## config.mk

```make
export PLATFORM = sky130hd
export DESIGN_NAME = regfile_wb_arbiter
export DESIGN_NICKNAME = d
export VERILOG_FILES = /design/src/rtl/regfile_ctrl_pkg.sv /design/src/rtl/wb_scoreboard.sv /design/src/rtl/regfile_wb_arbiter.sv
export SDC_FILE = /design/constraint.sdc
export NUM_CORES = 1
export LEC_CHECK = 0
export CAP_MARGIN = 40
export CORE_MARGIN = 2
export CORE_UTILIZATION = 43
export DETAILED_ROUTE_END_ITERATION = 6
export PLACE_DENSITY = 0.8
export SYNTH_ARGS = -nofsm -noshare
export SYNTH_HDL_FRONTEND = slang
export SYNTH_SLANG_ARGS = --single-unit
```

## constraint.sdc

```tcl
create_clock -name clk -period 3.2 [get_ports clk]
set_input_delay 0.32 -clock clk [delete_from_list [all_inputs] [get_ports clk]]
set_output_delay 0.32 -clock clk [all_outputs]
set_load 0.02 [all_outputs]
```

## src/rtl/regfile_ctrl_pkg.sv

```systemverilog
// Shared constants and types for the register-file write-back control path.
package regfile_ctrl_pkg;

  localparam int ADDR_W   = 5;
  localparam int DATA_W   = 32;
  localparam int NUM_REGS = 32;
  localparam int REG_ZERO = 0;

  // Which requester owns the register-file write port in a given cycle.
  typedef enum logic [1:0] {
    SRC_NONE,
    SRC_ALU,
    SRC_MEM
  } wb_src_t;

endpackage

```

## src/rtl/wb_scoreboard.sv

```systemverilog
// Pending-write scoreboard: one busy bit per architectural register.
// A new producer (issue) takes precedence over a completing write-back to
// the same register, and register 0 can never be marked busy.
module wb_scoreboard #(
  parameter int ADDR_W   = regfile_ctrl_pkg::ADDR_W,
  parameter int NUM_REGS = regfile_ctrl_pkg::NUM_REGS
) (
  input  logic                clk,
  input  logic                reset,
  input  logic                issue_valid,
  input  logic [ADDR_W-1:0]   issue_register,
  input  logic                clear_valid,
  input  logic [ADDR_W-1:0]   clear_register,
  output logic [NUM_REGS-1:0] busy_mask
);

  logic [NUM_REGS-1:0] busy_reg;
  logic [NUM_REGS-1:0] busy_next;

  // Register 0 is hard-wired zero, so its bit never becomes busy.
  assign busy_next[0] = 1'b0;

  genvar gi;
  generate
    for (gi = 1; gi < NUM_REGS; gi++) begin : g_bit
      logic set_hit;
      logic clr_hit;
      assign set_hit = issue_valid && (issue_register == ADDR_W'(gi));
      assign clr_hit = clear_valid && (clear_register == ADDR_W'(gi));
      // Set wins over clear: the issuing instruction is the newer producer.
      assign busy_next[gi] = set_hit | (busy_reg[gi] & ~clr_hit);
    end
  endgenerate

  // Busy-bit state register.
  always_ff @(posedge clk or posedge reset) begin
    if (reset) begin
      busy_reg <= '0;
    end else begin
      busy_reg <= busy_next;
    end
  end

  assign busy_mask = busy_reg;

endmodule

```

## src/rtl/regfile_wb_arbiter.sv

```systemverilog
// Write-back arbiter for the register file's single write port.
// The load unit has fixed priority over the ALU, except when the ALU has
// lost STARVE_LIMIT consecutive cycles; then the ALU is forced through.
// The accepted request is registered onto the write port one cycle later
// and also retires the destination's busy bit in the scoreboard.
module regfile_wb_arbiter #(
  parameter int DATA_W       = regfile_ctrl_pkg::DATA_W,
  parameter int ADDR_W       = regfile_ctrl_pkg::ADDR_W,
  parameter int STARVE_LIMIT = 4
) (
  input  logic              clk,
  input  logic              reset,
  input  logic              aluValid,
  input  logic [ADDR_W-1:0] aluRegister,
  input  logic [DATA_W-1:0] aluData,
  output logic              aluReady,
  input  logic              memValid,
  input  logic [ADDR_W-1:0] memRegister,
  input  logic [DATA_W-1:0] memData,
  output logic              memReady,
  input  logic              issueValid,
  input  logic [ADDR_W-1:0] issueRegister,
  output logic              regWrite,
  output logic [ADDR_W-1:0] writeRegister,
  output logic [DATA_W-1:0] writeData,
  output logic [31:0]       busyMask
);

  import regfile_ctrl_pkg::*;

  localparam int CNT_W = $clog2(STARVE_LIMIT + 1);

  wb_src_t           grant;
  logic [CNT_W-1:0]  starve_cnt;
  logic              hs_valid;
  logic [ADDR_W-1:0] hs_register;
  logic [DATA_W-1:0] hs_data;

  // Grant selection: single requester always wins; on a collision the load
  // unit wins unless the ALU has been starved long enough. No grant in reset.
  always_comb begin
    grant = SRC_NONE;
    if (reset) begin
      grant = SRC_NONE;
    end else if (aluValid && memValid) begin
      grant = (starve_cnt == CNT_W'(STARVE_LIMIT)) ? SRC_ALU : SRC_MEM;
    end else if (aluValid) begin
      grant = SRC_ALU;
    end else if (memValid) begin
      grant = SRC_MEM;
    end
  end

  assign aluReady = (grant == SRC_ALU);
  assign memReady = (grant == SRC_MEM);

  // Mux the winning request; the grant only names a source that is valid.
  always_comb begin
    hs_valid    = 1'b0;
    hs_register = memRegister;
    hs_data     = memData;
    if (grant == SRC_ALU) begin
      hs_valid    = 1'b1;
      hs_register = aluRegister;
      hs_data     = aluData;
    end else if (grant == SRC_MEM) begin
      hs_valid    = 1'b1;
    end
  end

  // Count consecutive cycles the ALU waits; saturate at the forcing threshold.
  always_ff @(posedge clk or posedge reset) begin
    if (reset) begin
      starve_cnt <= '0;
    end else if (!aluValid || aluReady) begin
      starve_cnt <= '0;
    end else if (starve_cnt != CNT_W'(STARVE_LIMIT)) begin
      starve_cnt <= starve_cnt + 1'b1;
    end
  end

  // Registered write port: address/data hold when idle, strobe only for a
  // real (non-zero) destination.
  always_ff @(posedge clk or posedge reset) begin
    if (reset) begin
      regWrite      <= 1'b0;
      writeRegister <= '0;
      writeData     <= '0;
    end else if (hs_valid) begin
      regWrite      <= (hs_register != ADDR_W'(REG_ZERO));
      writeRegister <= hs_register;
      writeData     <= hs_data;
    end else begin
      regWrite      <= 1'b0;
    end
  end

  wb_scoreboard #(
    .ADDR_W   (ADDR_W),
    .NUM_REGS (NUM_REGS)
  ) u_scoreboard (
    .clk            (clk),
    .reset          (reset),
    .issue_valid    (issueValid),
    .issue_register (issueRegister),
    .clear_valid    (hs_valid),
    .clear_register (hs_register),
    .busy_mask      (busyMask)
  );

endmodule

```

== Yosys cells after proc, flatten, opt, wreduce, memory -nomap -nowiden ==
Cells that the tools add are included.
Word-level totals
  register bits after elaboration: 72
  bits of input ports: 84
  output and inout bits: 72
Cells by class
  add/subtract/negate cells: 1
  equal/unequal tests: 66
  multiplexer cells: 12
  bitwise operators: 93
  reduce and logical (&&, ||, !) cells: 67
Operators with widths (number)
  $eq 5x5->1 const B: 32
  $eq 5x4->1 const B: 16
  $logic_and 1x1->1: 63
  $eq 5x3->1 const B: 8
  $mux 32: 1
  $and 1x1->1: 31
  $not 1->1: 31
  $or 1x1->1: 31
  $eq 5x2->1 const B: 4
  $eq 5x1->1 const B: 2
  $mux 2: 5
  $mux 3: 2
  $mux 5: 1
  $reduce_bool 5->1: 1
  $add 3x1->3 const B: 1
  $eq 3x3->1 const B: 1
  $mux 1: 3
  $ne 3x3->1 const B: 1
  $eq 2x1->1 const B: 1
  $eq 2x2->1 const B: 1
  $reduce_bool 2->1: 1
  $logic_not 1->1: 1
  $logic_or 1x1->1: 1

== Longest topological paths before layout ==
  depth in word-level cells: 11
  depth in mapped cells: 12

== Hierarchy ==
From an unflattened synthesis, not the netlist that was laid out.
Second synthesis, totals
  cell total of the unflattened synthesis: 317
  area total of the unflattened synthesis: 3324.4 um2
Modules (own cells, without submodules)
  regfile_wb_arbiter: times used 1, cells each 186, area each 1986.9 um2, seq. area each 1026.0 um2
  wb_scoreboard: times used 1, cells each 131, area each 1337.5 um2, seq. area each 775.7 um2

== Worst setup path after synthesis ==
Ideal clock, no wire load.
  path kind: input to register
  from: input reset
  to: register u_scoreboard.busy_reg[2] (netlist: u_scoreboard.busy_mask[2])
  arrival: 3482 ps
  data required time: 3070 ps
  path slack: -412 ps
  stages: 8
  path buffers: 2
  path through: inv_1 > nand3_1 > ha_1 > buf_6 > or3b_1 > buf_2 > a211oi_2 > o21ai_0
Between the ends
  cells in the longest elaborated chain, start to end: 8
RTL lines
  start: declaration: line regfile_wb_arbiter.sv:12  | input logic reset,
  $mux 2 *: line regfile_wb_arbiter.sv:43  | if (reset) begin
  $eq 2x1->1 *
  named net aluReady: line regfile_wb_arbiter.sv:16  | output logic aluReady,
  $mux 5: line regfile_wb_arbiter.sv:62  | if (grant == SRC_ALU) begin
  $eq 5x2->1: line wb_scoreboard.sv:29  | assign clr_hit = clear_valid && (clear_register == ADDR_W'(gi));
  $logic_and 1x1->1 *: line wb_scoreboard.sv:29
  $not 1->1 *: line wb_scoreboard.sv:31  | assign busy_next[gi] = set_hit | (busy_reg[gi] & ~clr_hit);
  $and 1x1->1 *: line wb_scoreboard.sv:31
  $or 1x1->1 *: line wb_scoreboard.sv:31
  named net u_scoreboard.busy_next[2]: line wb_scoreboard.sv:18  | logic [NUM_REGS-1:0] busy_next;
  end signal: assignment: line wb_scoreboard.sv:40  | busy_reg <= busy_next;
  end: declaration: line wb_scoreboard.sv:17  | logic [NUM_REGS-1:0] busy_reg;
The timed path passes the listed nets; every way through them passes the cells marked *.
A chain may end at the register's enable or synchronous reset.

== Worst setup path after layout ==
  from: register starve_cnt[0]
  to: output aluReady
Between the ends
  cells in the longest elaborated chain, start to end: 5
RTL lines
  start: declaration: line regfile_wb_arbiter.sv:34  | logic [CNT_W-1:0] starve_cnt;
  start signal: assignment: line regfile_wb_arbiter.sv:78  | starve_cnt <= starve_cnt + 1'b1;
  $eq 3x3->1: line regfile_wb_arbiter.sv:46  | grant = (starve_cnt == CNT_W'(STARVE_LIMIT)) ? SRC_ALU : SRC_MEM;
  $mux 2: line regfile_wb_arbiter.sv:46
  $mux 2: line regfile_wb_arbiter.sv:45  | end else if (aluValid && memValid) begin
  $mux 2: line regfile_wb_arbiter.sv:43
  $eq 2x1->1: line regfile_wb_arbiter.sv:54  | assign aluReady = (grant == SRC_ALU);
  end: declaration: line regfile_wb_arbiter.sv:16
No other way between the ends.

==> flow_metrics.tcl <==
set metrics [dict create \
    num_rows 33 \
    leakagePower_nw 2.31 \
    final_net_count 601 \
    synthXorXnorAreaFrac_pct 0.237 \
    area_delta_synth_final_pct 49.4 \
    outcome "complete, no violations" \
    path_depth 7 \
    dr_wl_met3_microns 755 \
    setup_ws_ps 307 \
    synth_fa_ha_area_share_pct 1.36 \
    drt_iter0_markers 165 \
    post_drt_wl_per_cell_microns 17.0 \
    grt_antenna_before_repair 0 \
    dieWidth_microns 96.6 \
    synth_top_family_by_area "compound AO/OA/AOI/OAI gates" \
    fmax_ghz 0.346 \
    worstSetupEndpointType "output pin" \
    ir_drop_mv 0.245 \
    fin_area_sq_um 5510 \
    synthArstFlopShare_pct 100 \
    synth_area_leaders "dfrtp_1 49%, mux2i_1 9.8%, o21ai_0 8.8%" \
    synthDistinctLibCells 35 \
    first_global_vias 3440 \
    cts_tree "done" \
    hp-class "in -> async" \
    grt_usage_pct 22.5 \
    synth_top_area_share_pct 48.8 \
    antennaDiodeCount 0 \
    min_period_ps 2890 \
    r2r_cells 9 \
    max_slew.worst_pin.slew_ps 888 \
    layout-drive-gt1-share_pct 6.58 \
    drtPass1Iterations 5 \
    synthSimpleGateAreaFrac_pct 12.2 \
    reg2reg_from "starve_cnt[0]" \
    ioPinCount 156 \
    syn_area_sq_um 3690 \
    met2_length_mm 5.16 \
    fp.dieH_microns 96.6 \
    post-cts-setup-buffer-count 0 \
    crit_slowest_cell "clkdlybuf4s50_1" \
    grt_overflow 0 \
    dominantRegCellSynth "dfrtp_1" \
    rsz0062_at_grt "false" \
    dp.final_hpwl_mm 7.96 \
    fp.coreArea_sq_um 8260 \
    crit_family "buffers and inverters" \
    htreeDepth 3 \
    synth_area_per_cell_sq_um 10.1 \
    fin_crit_sh_pct 90.4 \
    synth_compound_area_share_pct 19.6 \
    placed_area_sq_um 5290 \
    syn_nets 452 \
    yosysWarnings 0 \
    grt_max_degree 53 \
    synth_cells 364 \
    hold_buffers 0 \
    ys_ff_latch 72 \
    combPwrFrac_pct 28.2 \
    wl_met1_mm 4.43 \
    cts_root_buf "clkbuf_8" \
    routed_wl_mm 10.5 \
    setup_viol_count_final 0 \
    dieArea_sq_um 9330 \
    power.density_nw_per_um2 474 \
    ys_seq_area_share_pct 48.8 \
    ant_nets 0 \
    switching_share_pct 29.5 \
    clk_latency_ps 340 \
    cts_resized 0 \
    fin_tns_setup_ps 0 \
    io_buffers 154 \
    timing.critical_path.buf_inv 2 \
    yosysTopAreaCell "dfrtp_1" \
    routed.top_layer "met4" \
    start_kind "flip-flop" \
    power_switching_w 0.000771 \
    drv_cap 0 \
    crit_path_frequent_cell "nand2_1" \
    path_class "reg -> out" \
    start_util_pct 44.7 \
    finalHoldViolations 0 \
    path_clk_slew_ps 80 \
    route.detailed.drc 0 \
    grt_pass1_wl_mm 17.2 \
    slew_violations 0 \
    crit_fanout 22 \
    slew_headroom_pct 40.0 \
    max_stage_delay_ps 680 \
    routabilityCongestion 0.938 \
    via_count 3405 \
    p_clk_share_pct 30.6 \
    clock-sinks 72 \
    pwr-share-seq_pct 41.2 \
    worstPathRequired_ps 2880 \
    clock_skew_ps 12.7 \
    synthMuxAreaShare_pct 10.8 \
    path_cells "inv_1 -> ha_1 -> nand2_1 -> nand2_1 -> and3_1 -> ha_2 -> clkdlybuf4s50_1" \
    synth-edff-count 0 \
    clock_path_buffers 2 \
    crit_start "starve_cnt[0]" \
    via_per_inst 5.47 \
    cp_data_arrival_time_ps 2570 \
    cts_buffers 9 \
    dp_worst_setup_slack_ps 393 \
    power.internal_w 0.00184 \
]
==> placed cells by master, fill, tap and decap left out, types with 3 or more instances in the layout <==
cell type	synthesis	layout
clkdlybuf4s50_1	0	154
dfrtp_1	72	72
o21ai_0	65	65
nand2_1	40	40
mux2i_1	36	36
inv_1	35	34
a32oi_1	31	31
clkbuf_8	0	10
a211oi_2	7	7
nor2_1	6	6
nand3_1	6	6
nand3b_1	6	6
or3b_1	4	4
nor2b_1	4	4
and4b_1	3	3
nor4bb_1	3	3
buf_4	2	3
==> sequential cells by signal, summed over array words and instances, names as in the netlist <==
register                cells
starve_cnt                  3
regWrite                    1
u_scoreboard.busy_mask     31
writeData                  32
writeRegister               5
==> synth_stat cells, types with 3 or more instances <==
master	instances
nand2_1	40
a32oi_1	31
nor4bb_1	3
o21ai_0	65
a211oi_2	7
buf_6	5
inv_1	35
nor2b_1	4
dfrtp_1	72
mux2i_1	36
nand3_1	6
ha_1	4
nor2_1	6
nand3b_1	6
or3b_1	4
clkbuf_1	11
and4b_1	3
==> logic make-up (layout without fill, tap and decap cells) <==
group | Yosys count | after routing
buf+inv | 55 | 208
compound gates | 109 | 109
fa+ha+maj | 4 | 4
xor+xnor | 1 | 1
other cells | 1 | 1
flops | 72 | 72
mux | 39 | 39
simple gates | 83 | 83
==> stage by stage <==
step / hold WS (ps) / power [W] / utilization (%) / std cells
4_1_cts: 483 / 0.00263 / 66.7 / 622
2_1_floorplan: 492 / 0.00144 / - / 364
3_3_place_gp: 465 / 0.00181 / 64.1 / 607
5_1_grt: 502 / 0.00274 / 66.7 / 622
6_report: 463 / 0.00261 / 66.7 / 622
3_5_place_dp: 469 / 0.00183 / 64.1 / 607
==> layout make-up <==
type	instances	area (sq um)
clock inverter	5	81.3
multi-input combinational	237	1640
tap	105	131
clock buffer	10	138
timing repair buffer	158	1580
inverter	35	135
sequential	72	1800
fill	682	2750
==> power groups by stage <==
stage          clock network [W]  registers [W]  logic, W
6_report                0.000798        0.00108  0.000736
5_1_grt                 0.000849        0.00109  0.000793
4_1_cts                 0.000812        0.00108  0.000743
3_5_place_dp                   0        0.00109  0.000742
3_3_place_gp                   0        0.00109  0.000722
2_1_floorplan                  0        0.00122  0.000224
==> layer usage <==
metal,GRT usage (%),vias up
met5,0,-
met4,7.69,0
met3,5.85,23
li1,-,1610
met1,28.6,1609
met2,37.4,163
==> worst reg2reg max path: cells and delay by family, from the launching register on <==
family	cells	cell delay, ps
simple gates	4	910
buf+inv	1	70
fa+ha+maj	2	660
flops	1	420
compound gates	2	510
==> path summary, 6_finish.rpt <==
| kind | slack [ps] | to |
|---|---|---|
| setup / recovery | 310 | aluReady |
| hold / removal | 460 | starve_cnt[1] |
| setup reg to reg | 490 | u_scoreboard.busy_mask[18] |
| hold reg to reg | 480 | writeData[18] |
| max in group asynchronous | 2330 | writeData[4] |
| min in group clk | 480 | writeData[18] |
Note: power is estimated with default switching activity, not from simulation.
